===== src/rtl/mccu_if.sv =====
// Control/status bundle between the multicycle control unit and its datapath.
// master = control unit (mccu), slave = datapath.
interface mccu_if;
   logic [5:0] op;
   logic [5:0] func;
   logic       z;
   logic       mem_rdy;

   logic       wpc;
   logic       wir;
   logic       wmem;
   logic       wreg;
   logic       iord;
   logic       regrt;
   logic       m2reg;
   logic       jal;
   logic       shift;
   logic       alusrca;
   logic [1:0] alusrcb;
   logic       sext;
   logic [3:0] aluc;
   logic [1:0] pcsrc;
   logic       ill;
   logic [2:0] state;

   modport master (
      input  op, func, z, mem_rdy,
      output wpc, wir, wmem, wreg, iord, regrt, m2reg, jal, shift,
             alusrca, alusrcb, sext, aluc, pcsrc, ill, state
   );

   modport slave (
      output op, func, z, mem_rdy,
      input  wpc, wir, wmem, wreg, iord, regrt, m2reg, jal, shift,
             alusrca, alusrcb, sext, aluc, pcsrc, ill, state
   );
endinterface


===== src/rtl/mccu.sv =====
// Multicycle MIPS32 control unit sequencing IF/ID/EXE/MEM/WB over a shared-memory datapath.
// Optional feature: define MCCU_PERF_EN to add cycle and retired-instruction counters.
module mccu #(
   parameter int CNT_W = 32
) (
   input  logic             clk,
   input  logic             clrn,
   mccu_if.master           bus
`ifdef MCCU_PERF_EN
   ,
   output logic [CNT_W-1:0] cyc_cnt,
   output logic [CNT_W-1:0] ins_cnt
`endif
);

   typedef enum logic [2:0] {
      S_IF  = 3'd0,
      S_ID  = 3'd1,
      S_EXE = 3'd2,
      S_MEM = 3'd3,
      S_WB  = 3'd4
   } state_t;

   typedef enum logic [3:0] {
      C_ILL,
      C_RALU,
      C_RSHIFT,
      C_JR,
      C_IALU,
      C_LW,
      C_SW,
      C_BEQ,
      C_BNE,
      C_J,
      C_JAL
   } iclass_t;

   localparam logic [3:0] ALU_ADD = 4'b0000;
   localparam logic [3:0] ALU_SUB = 4'b0001;
   localparam logic [3:0] ALU_AND = 4'b0010;
   localparam logic [3:0] ALU_OR  = 4'b0011;
   localparam logic [3:0] ALU_XOR = 4'b0100;
   localparam logic [3:0] ALU_LUI = 4'b0101;
   localparam logic [3:0] ALU_SLL = 4'b0110;
   localparam logic [3:0] ALU_SRL = 4'b0111;
   localparam logic [3:0] ALU_SRA = 4'b1111;

   state_t     state_q;
   state_t     state_d;

   iclass_t    dec_cls;
   logic [3:0] dec_aluc;
   logic       dec_sext;

   logic       wpc_c;
   logic       wir_c;
   logic       wmem_c;
   logic       wreg_c;
   logic       iord_c;
   logic       regrt_c;
   logic       m2reg_c;
   logic       jal_c;
   logic       shift_c;
   logic       alusrca_c;
   logic [1:0] alusrcb_c;
   logic       sext_c;
   logic [3:0] aluc_c;
   logic [1:0] pcsrc_c;
   logic       ill_c;
   logic       br_taken;

   // Instruction decode: class, ALU function and immediate extension mode.
   always_comb begin
      dec_cls  = C_ILL;
      dec_aluc = ALU_ADD;
      dec_sext = 1'b0;
      case (bus.op)
         6'h00: begin
            case (bus.func)
               6'h20: begin dec_cls = C_RALU;   dec_aluc = ALU_ADD; end
               6'h22: begin dec_cls = C_RALU;   dec_aluc = ALU_SUB; end
               6'h24: begin dec_cls = C_RALU;   dec_aluc = ALU_AND; end
               6'h25: begin dec_cls = C_RALU;   dec_aluc = ALU_OR;  end
               6'h26: begin dec_cls = C_RALU;   dec_aluc = ALU_XOR; end
               6'h00: begin dec_cls = C_RSHIFT; dec_aluc = ALU_SLL; end
               6'h02: begin dec_cls = C_RSHIFT; dec_aluc = ALU_SRL; end
               6'h03: begin dec_cls = C_RSHIFT; dec_aluc = ALU_SRA; end
               6'h08: dec_cls = C_JR;
               default: dec_cls = C_ILL;
            endcase
         end
         6'h08: begin dec_cls = C_IALU; dec_aluc = ALU_ADD; dec_sext = 1'b1; end
         6'h0C: begin dec_cls = C_IALU; dec_aluc = ALU_AND; end
         6'h0D: begin dec_cls = C_IALU; dec_aluc = ALU_OR;  end
         6'h0E: begin dec_cls = C_IALU; dec_aluc = ALU_XOR; end
         6'h0F: begin dec_cls = C_IALU; dec_aluc = ALU_LUI; end
         6'h23: begin dec_cls = C_LW;   dec_sext = 1'b1; end
         6'h2B: begin dec_cls = C_SW;   dec_sext = 1'b1; end
         6'h04: begin dec_cls = C_BEQ;  dec_aluc = ALU_SUB; end
         6'h05: begin dec_cls = C_BNE;  dec_aluc = ALU_SUB; end
         6'h02: dec_cls = C_J;
         6'h03: dec_cls = C_JAL;
         default: dec_cls = C_ILL;
      endcase
   end

   assign br_taken = ((dec_cls == C_BEQ) && bus.z) || ((dec_cls == C_BNE) && !bus.z);

   // Next state and control outputs; everything defaults to 0 and stays put.
   always_comb begin
      state_d   = state_q;
      wpc_c     = 1'b0;
      wir_c     = 1'b0;
      wmem_c    = 1'b0;
      wreg_c    = 1'b0;
      iord_c    = 1'b0;
      regrt_c   = 1'b0;
      m2reg_c   = 1'b0;
      jal_c     = 1'b0;
      shift_c   = 1'b0;
      alusrca_c = 1'b0;
      alusrcb_c = 2'b00;
      sext_c    = 1'b0;
      aluc_c    = ALU_ADD;
      pcsrc_c   = 2'b00;
      ill_c     = 1'b0;

      case (state_q)
         S_IF: begin
            alusrcb_c = 2'b01;
            wpc_c     = bus.mem_rdy;
            wir_c     = bus.mem_rdy;
            if (bus.mem_rdy) state_d = S_ID;
         end

         S_ID: begin
            alusrcb_c = 2'b11;
            state_d   = S_EXE;
            case (dec_cls)
               C_J: begin
                  wpc_c   = 1'b1;
                  pcsrc_c = 2'b11;
                  state_d = S_IF;
               end
               C_JAL: begin
                  wpc_c   = 1'b1;
                  pcsrc_c = 2'b11;
                  wreg_c  = 1'b1;
                  jal_c   = 1'b1;
                  state_d = S_IF;
               end
               C_JR: begin
                  wpc_c   = 1'b1;
                  pcsrc_c = 2'b10;
                  state_d = S_IF;
               end
               C_ILL: begin
                  ill_c   = 1'b1;
                  state_d = S_IF;
               end
               default: state_d = S_EXE;
            endcase
         end

         S_EXE: begin
            alusrca_c = 1'b1;
            aluc_c    = dec_aluc;
            case (dec_cls)
               C_BEQ, C_BNE: begin
                  aluc_c  = ALU_SUB;
                  wpc_c   = br_taken;
                  pcsrc_c = br_taken ? 2'b01 : 2'b00;
                  state_d = S_IF;
               end
               C_LW, C_SW: begin
                  alusrcb_c = 2'b10;
                  sext_c    = 1'b1;
                  aluc_c    = ALU_ADD;
                  state_d   = S_MEM;
               end
               C_RALU: state_d = S_WB;
               C_RSHIFT: begin
                  shift_c = 1'b1;
                  state_d = S_WB;
               end
               C_IALU: begin
                  alusrcb_c = 2'b10;
                  sext_c    = dec_sext;
                  state_d   = S_WB;
               end
               default: state_d = S_IF;
            endcase
         end

         // A store holds its strobe until the memory accepts it.
         S_MEM: begin
            iord_c = 1'b1;
            if (dec_cls == C_SW) begin
               wmem_c = 1'b1;
               if (bus.mem_rdy) state_d = S_IF;
            end else if (bus.mem_rdy) begin
               state_d = S_WB;
            end
         end

         S_WB: begin
            wreg_c  = 1'b1;
            regrt_c = (dec_cls != C_RALU) && (dec_cls != C_RSHIFT);
            m2reg_c = (dec_cls == C_LW);
            state_d = S_IF;
         end

         default: state_d = S_IF;
      endcase
   end

   always_ff @(posedge clk or negedge clrn) begin
      if (!clrn) state_q <= S_IF;
      else       state_q <= state_d;
   end

   // Write enables and ill are masked directly by reset so nothing leaks while it is held.
   assign bus.wpc     = wpc_c  & clrn;
   assign bus.wir     = wir_c  & clrn;
   assign bus.wmem    = wmem_c & clrn;
   assign bus.wreg    = wreg_c & clrn;
   assign bus.ill     = ill_c  & clrn;
   assign bus.iord    = iord_c;
   assign bus.regrt   = regrt_c;
   assign bus.m2reg   = m2reg_c;
   assign bus.jal     = jal_c;
   assign bus.shift   = shift_c;
   assign bus.alusrca = alusrca_c;
   assign bus.alusrcb = alusrcb_c;
   assign bus.sext    = sext_c;
   assign bus.aluc    = aluc_c;
   assign bus.pcsrc   = pcsrc_c;
   assign bus.state   = state_q;

`ifdef MCCU_PERF_EN
   logic [CNT_W-1:0] cyc_cnt_q;
   logic [CNT_W-1:0] cyc_cnt_d;
   logic [CNT_W-1:0] ins_cnt_q;
   logic [CNT_W-1:0] ins_cnt_d;

   // An instruction retires whenever the sequencer re-enters IF from elsewhere.
   always_comb begin
      cyc_cnt_d = cyc_cnt_q + {{(CNT_W-1){1'b0}}, 1'b1};
      ins_cnt_d = ins_cnt_q;
      if ((state_d == S_IF) && (state_q != S_IF))
         ins_cnt_d = ins_cnt_q + {{(CNT_W-1){1'b0}}, 1'b1};
   end

   always_ff @(posedge clk or negedge clrn) begin
      if (!clrn) begin
         cyc_cnt_q <= '0;
         ins_cnt_q <= '0;
      end else begin
         cyc_cnt_q <= cyc_cnt_d;
         ins_cnt_q <= ins_cnt_d;
      end
   end

   assign cyc_cnt = cyc_cnt_q;
   assign ins_cnt = ins_cnt_q;
`endif

endmodule


===== src/flat_wrapper.sv =====
// flat-port wrapper written by rule: the top's interface ports become plain ports
module mccu_flat 
#(
   parameter int CNT_W = 32
)
  (clk, clrn, bus_op, bus_func, bus_z, bus_mem_rdy, bus_wpc, bus_wir, bus_wmem, bus_wreg, bus_iord, bus_regrt, bus_m2reg, bus_jal, bus_shift, bus_alusrca, bus_alusrcb, bus_sext, bus_aluc, bus_pcsrc, bus_ill, bus_state);
  mccu_if bus_i ();
  input  logic clk;
  input  logic clrn;
  input wire logic [$bits(bus_i.op)-1:0] bus_op;
  input wire logic [$bits(bus_i.func)-1:0] bus_func;
  input wire logic [$bits(bus_i.z)-1:0] bus_z;
  input wire logic [$bits(bus_i.mem_rdy)-1:0] bus_mem_rdy;
  output wire logic [$bits(bus_i.wpc)-1:0] bus_wpc;
  output wire logic [$bits(bus_i.wir)-1:0] bus_wir;
  output wire logic [$bits(bus_i.wmem)-1:0] bus_wmem;
  output wire logic [$bits(bus_i.wreg)-1:0] bus_wreg;
  output wire logic [$bits(bus_i.iord)-1:0] bus_iord;
  output wire logic [$bits(bus_i.regrt)-1:0] bus_regrt;
  output wire logic [$bits(bus_i.m2reg)-1:0] bus_m2reg;
  output wire logic [$bits(bus_i.jal)-1:0] bus_jal;
  output wire logic [$bits(bus_i.shift)-1:0] bus_shift;
  output wire logic [$bits(bus_i.alusrca)-1:0] bus_alusrca;
  output wire logic [$bits(bus_i.alusrcb)-1:0] bus_alusrcb;
  output wire logic [$bits(bus_i.sext)-1:0] bus_sext;
  output wire logic [$bits(bus_i.aluc)-1:0] bus_aluc;
  output wire logic [$bits(bus_i.pcsrc)-1:0] bus_pcsrc;
  output wire logic [$bits(bus_i.ill)-1:0] bus_ill;
  output wire logic [$bits(bus_i.state)-1:0] bus_state;
  assign bus_i.op = bus_op;
  assign bus_i.func = bus_func;
  assign bus_i.z = bus_z;
  assign bus_i.mem_rdy = bus_mem_rdy;
  assign bus_wpc = bus_i.wpc;
  assign bus_wir = bus_i.wir;
  assign bus_wmem = bus_i.wmem;
  assign bus_wreg = bus_i.wreg;
  assign bus_iord = bus_i.iord;
  assign bus_regrt = bus_i.regrt;
  assign bus_m2reg = bus_i.m2reg;
  assign bus_jal = bus_i.jal;
  assign bus_shift = bus_i.shift;
  assign bus_alusrca = bus_i.alusrca;
  assign bus_alusrcb = bus_i.alusrcb;
  assign bus_sext = bus_i.sext;
  assign bus_aluc = bus_i.aluc;
  assign bus_pcsrc = bus_i.pcsrc;
  assign bus_ill = bus_i.ill;
  assign bus_state = bus_i.state;
  mccu #(.CNT_W(CNT_W)) u_core (.clk(clk), .clrn(clrn), .bus(bus_i));
endmodule

===== config.mk =====
export PLATFORM = sky130hd
export DESIGN_NAME = mccu_flat
export DESIGN_NICKNAME = d
export VERILOG_FILES = /design/src/rtl/mccu_if.sv /design/src/rtl/mccu.sv /design/src/flat_wrapper.sv
export SDC_FILE = /design/constraint.sdc
export NUM_CORES = 1
export LEC_CHECK = 0
export CAP_MARGIN = 20
export CORE_MARGIN = 1
export CORE_UTILIZATION = 37
export DETAILED_ROUTE_END_ITERATION = 8
export PLACE_DENSITY = 0.84
export SLEW_MARGIN = 20
export SYNTH_ARGS = -nofsm -noshare
export SYNTH_HDL_FRONTEND = slang
export SYNTH_SLANG_ARGS = --single-unit

===== constraint.sdc =====
create_clock -name clk -period 1.4 [get_ports clk]
set_input_delay 0.14 -clock clk [delete_from_list [all_inputs] [get_ports clk]]
set_output_delay 0.14 -clock clk [all_outputs]
set_load 0.02 [all_outputs]

==> impl_metrics.csv, run 1 <==
group,metric,value,unit
placement,placed_cells,227,
yosys,synthFlopType,"sky130_fd_sc_hd__dfrtp_1",
yosys,yosys_warnings,0,
die,die_height,49.39,microns
yosys,ys_types,48,
clock_network,cts.htree.levels,1,
clock_network,cts_root_buf,"sky130_fd_sc_hd__clkbuf_4",
outcome,outcome.stop_stage,"4_1_cts",
placement,post_detailed_placement_half_perimeter_wirelength,2879,microns
outcome,firstError,"[ERROR DPL-0038] Utilization greater than 100%, impossible to legalize",
die,die-width,49.39,microns
clock_network,cts_resized,222,
placement,port-buffer-count,38,
clock_network,numCtsBuffers,3,
clock_network,setup_fix_buffers_added_after_clock_tree_synthesis,23,
yosys,synth_nets,139,
die,num_rows,16,
outcome,status,"stopped before the end",
clock_network,post_cts_hold_buffer_count,0,
yosys,async_reset_ff_share,100.0,%
die,start_util,40.69,%
yosys,synth_edf_count,0,
yosys,post_synth_instance_area,830.8,sq um
clock_network,clock_tree.buffer_depth,2,
die,io-pin-count,39,
placement,finalWeightedCongestion,0.8958,
yosys,synth_area_per_cell,6.754,sq um
clock_network,clock_sink_count,3,
yosys,yosys_register_bits,3,
yosys,netlist_instances,123,
yosys,synth.yosys.seq_area_share,9.036,%
==> stage by stage <==
stage	hold WS, ns	setup slack [ns]	TNS, ns	util (%)	area [sq um]
floorplan	-0.1556	-0.4545	-2.542	-	983.4
global placement	0.4517	-1.166	-19.66	81.37	1662
detailed placement	0.4661	-1.269	-21.38	81.37	1662
==> cell families after synthesis <==
kind of cell | Yosys count | share of synthesized area, %
DFF | 3 | 9.036
and+or+nand+nor | 66 | 43.53
buffers and inverters | 15 | 10.99
xor gates and xnor gates | 4 | 5.122
AOI/OAI and AO/OA | 35 | 31.33
==> cells in the mapped netlist, types with 2 or more instances <==
| cell | number | share of area, % |
|---|---|---|
| sky130_fd_sc_hd__a21oi_1 | 8 | 4.8 |
| sky130_fd_sc_hd__a221o_1 | 2 | 2.4 |
| sky130_fd_sc_hd__a22oi_1 | 3 | 2.7 |
| sky130_fd_sc_hd__a31oi_1 | 2 | 1.5 |
| sky130_fd_sc_hd__a32oi_1 | 2 | 2.1 |
| sky130_fd_sc_hd__and2_1 | 2 | 1.5 |
| sky130_fd_sc_hd__and2b_2 | 2 | 2.1 |
| sky130_fd_sc_hd__buf_2 | 2 | 1.2 |
| sky130_fd_sc_hd__buf_6 | 3 | 4.1 |
| sky130_fd_sc_hd__dfrtp_1 | 3 | 9.0 |
| sky130_fd_sc_hd__inv_1 | 7 | 3.2 |
| sky130_fd_sc_hd__nand2_1 | 17 | 7.7 |
| sky130_fd_sc_hd__nand2b_1 | 2 | 1.5 |
| sky130_fd_sc_hd__nand3_1 | 2 | 1.2 |
| sky130_fd_sc_hd__nand4_1 | 3 | 2.3 |
| sky130_fd_sc_hd__nor2_1 | 19 | 8.6 |
| sky130_fd_sc_hd__nor3_1 | 2 | 1.2 |
| sky130_fd_sc_hd__nor4_1 | 3 | 2.3 |
| sky130_fd_sc_hd__nor4b_1 | 2 | 2.1 |
| sky130_fd_sc_hd__o21ai_0 | 8 | 4.8 |
| sky130_fd_sc_hd__xnor2_1 | 2 | 2.1 |
==> run 2, diff against run 1 <==
- CORE_AREA: not set -> 2 2 63 65
- CORE_MARGIN: 1 -> not set
- CORE_UTILIZATION: 37 -> not set
- DIE_AREA: not set -> 0 0 65 67
- PLACE_DENSITY: 0.84 -> not set
- PLACE_DENSITY_LB_ADDON: not set -> 0.15
- clock period: 1.4 -> 1.82 ns (I/O delays scaled with it)
==> run 2 against run 1 <==
Compared with the run above: synthesized area unchanged; synthesized cell count unchanged; the flow now finishes without violations.
==> impl_metrics.csv, run 2 <==
group,metric,value,unit
timing,worst_hold_slack,0.4400,ns
layout,finalNetCount,231,
drt,first_iter_violations,53,
yosys,post_synth_instance_area,830.8,sq um
drt,post_drt_antenna_nets,0,
yosys,synth_edf_count,0,
layout,finish.cell_count_without_fillers,262,
timing,max_clock_freq,552.3,MHz
layout,mostFrequentLayoutCell,"sky130_fd_sc_hd__buf_4",
layout,layout.cells.most_common_list,"sky130_fd_sc_hd__buf_4 (56), sky130_fd_sc_hd__nand2_1 (14), sky130_fd_sc_hd__buf_6 (12)",
global_route,grt_start_max_net_pins,9,
global_route,grt_pass1_vias,1200,
global_route,grt_pass1_wl,5368,microns
timing,worst_pin_slew,0.3321,ns
yosys,yosys_warnings,0,
drt,routed-via-count,1240,
clock_network,clock_sink_count,3,
die,num_rows,22,
worst_setup_path,path_cells,"or3b_4, inv_8, a32oi_2, nor2b_2, o311a_4, buf_6",
layout,area_delta_synth_final,119.1,%
worst_setup_path,buf_inv_stages_crit_path,2,
drt,detailroute.wirelength.met3,184,microns
clock_network,post_cts_hold_buffer_count,0,
yosys,yosys_register_bits,3,
timing,timing_hold_violations_final,0,
drt,remaining_drc_errors,0,
layout,final_util,50.49,%
clock_network,worstSkewPairLatency,0.21,ns
yosys,synth_area_per_cell,6.754,sq um
yosys,ys_types,48,
worst_setup_path,worstSetupEndpointType,"output port",
layout,antennaDiodeCount,0,
yosys,synth_nets,139,
pwr,max-vdd-ir-drop,0.1726,mV
placement,placed_cells,247,
layout,largest_register_ffs,3,
placement,port-buffer-count,38,
placement,finalWeightedCongestion,0.8430,
timing,total_setup_violations_reported_at_the_end_of_the_flow,0,
timing,period_needed,1.811,ns
pwr,power_density,378.2,nW/um^2
global_route,total_congestion_overflow,0,
placement,postPlaceCellArea,1594,sq um
layout,n_fill_cell,376,
worst_setup_path,critical-path-top-delay-family,"simple AND/OR/NAND/NOR gates",
min_path,worstHoldPathType,"input pin to asynchronous set/reset pin",
die,floorplan.core_area,3606,sq um
yosys,netlist_instances,123,
layout,ff_latch_area,78.83,sq um
layout,multi_input_comb_area,853.3,sq um
yosys,async_reset_ff_share,100.0,%
timing,min_period_over_period,99.49,%
drt,firstDrtPassIters,4,
clock_network,clock_tree.buffer_depth,2,
worst_setup_path,cp_data_required_time,1.64,ns
global_route,grt_antenna_before_repair,0,
outcome,status,"finished, final reports clean",
clock_network,cts_root_buf,"sky130_fd_sc_hd__clkbuf_8",
placement,post_detailed_placement_half_perimeter_wirelength,2598,microns
drt,top_layer_used,"met4",
timing,fin_setup_tns,0,ns
worst_setup_path,worstPathArrival,1.63,ns
yosys,synth_largest_area_cell,"sky130_fd_sc_hd__dfrtp_1",
die,fp.dieArea,4355,sq um
die,die_height,67,microns
clock_network,cts.htree.levels,1,
worst_setup_path,timing.critical_path.slowest_cell_delay,0.44,ns
drt,wl_met1,1436,microns
yosys,synthFlopType,"sky130_fd_sc_hd__dfrtp_1",
die,io-pin-count,39,
die,start_util,23.04,%
yosys,synth.top_cells.by_area,"sky130_fd_sc_hd__dfrtp_1 (9.0%), sky130_fd_sc_hd__nor2_1 (8.6%), sky130_fd_sc_hd__nand2_1 (7.7%)",
pwr,power.static_leakage,0.8334,nW
drt,met2_wirelength,1736,microns
drt,drt-vias-per-instance,4.733,
yosys,yosysMostFrequentCell,"sky130_fd_sc_hd__nor2_1",
worst_setup_path,critPathLaunchType,"register",
worst_setup_path,crit_path_max_fanout,2,
clock_network,cts_tree,"built",
yosys,synth.yosys.seq_area_share,9.036,%
timing,timing.clock.skew,0.0001499,ns
global_route,grt_util_all_layers,15.88,%
drt,final_routed_wirelength_across_all_metal_layers,3384,microns
worst_setup_path,worst-r2r-setup-slack,0.15,ns
clock_network,clk_pin_slew_worst_paths,0.03,ns
layout,drive_gt1_share,58.41,%
timing,grt_setup_unrepaired,"yes",
yosys,synth_top_area_share,9.036,%
timing,relative_slew_slack,77.86,%
worst_setup_path,timing.setup.critical_path_class,"register to output port",
drt,wire_per_inst,12.92,microns
yosys,netlist_top_cells_count,"sky130_fd_sc_hd__nor2_1 (19), sky130_fd_sc_hd__nand2_1 (17), sky130_fd_sc_hd__a21oi_1 (8), sky130_fd_sc_hd__o21ai_0 (8), sky130_fd_sc_hd__inv_1 (7)",
timing,final-max-slew-violation-count,0,
worst_setup_path,cp_slowest_cell,"sky130_fd_sc_hd__or3b_4",
clock_network,numCtsBuffers,3,
job,max-cap-violations,0,
layout,layout.cell_area.non_filler,1821,sq um
die,die-width,65,microns
==> run 2: cell counts after synthesis <==
Identical to the previous run, type by type.
==> run 2: timing repair <==
action	in CTS	in global routing
gates resized for setup	143	24
endpoints found under the setup margin	22	15
pin swaps	19	10
hold endpoints to repair	0	0
setup buffers	10	1
==> run 2: cell families after synthesis <==
kind of cell | after synthesis | synth area share (%)
AO/OA/AOI/OAI | 35 | 31.33
AND/OR/NAND/NOR | 66 | 43.53
buffers and inverters | 15 | 10.99
XOR/XNOR | 4 | 5.122
flip-flops | 3 | 9.036
==> run 2: metal layers <==
layer / vias up / global-route usage (%)
met5: - / 0
met4: 0 / 3.989
met3: 4 / 3.209
met2: 34 / 29.51
met1: 568 / 18.44
li1: 634 / -
==> run 2: report_power, final <==
group	leakage (nW)	internal (W)	switching, W	total [W]
logic	0.775	0.000209	0.000211	0.000419
registers	0.0357	0.0000749	0.00000307	0.0000780
clock network	0.0228	0.000149	0.0000420	0.000191
total	0.833	0.000433	0.000256	0.000689
==> run 2: final timing paths <==
path                                  endpoint  cells past startpoint                start
setup / recovery                       bus_wpc                      6  u_core.bus.state[0]
hold / removal             u_core.bus.state[1]                      2                 clrn
setup reg to reg           u_core.bus.state[0]                      9  u_core.bus.state[0]
hold reg to reg            u_core.bus.state[0]                      2  u_core.bus.state[2]
max in group asynchronous  u_core.bus.state[2]                      2                 clrn
min in group clk           u_core.bus.state[0]                      2  u_core.bus.state[2]
==> run 2: per-stage QoR <==
stage | setup slack [ns] | total power (W)
2_1_floorplan | -0.07658 | 0.0002633
3_3_place_gp | -0.9008 | 0.0004556
3_5_place_dp | -0.9082 | 0.0004585
4_1_cts | -0.02746 | 0.0006791
5_1_grt | -0.06106 | 0.0007335
6_report | 0.009235 | 0.0006886
==> run 2: cell type report <==
type                    instances  share of cell area, %
clock buffers                   4                  2.474
inverters                       8                  2.062
multi-input cells             105                  46.87
flip-flops and latches          3                  4.330
well taps                      48                  3.299
repair buffers                 94                  40.96
(Power assumes the default switching activity.)
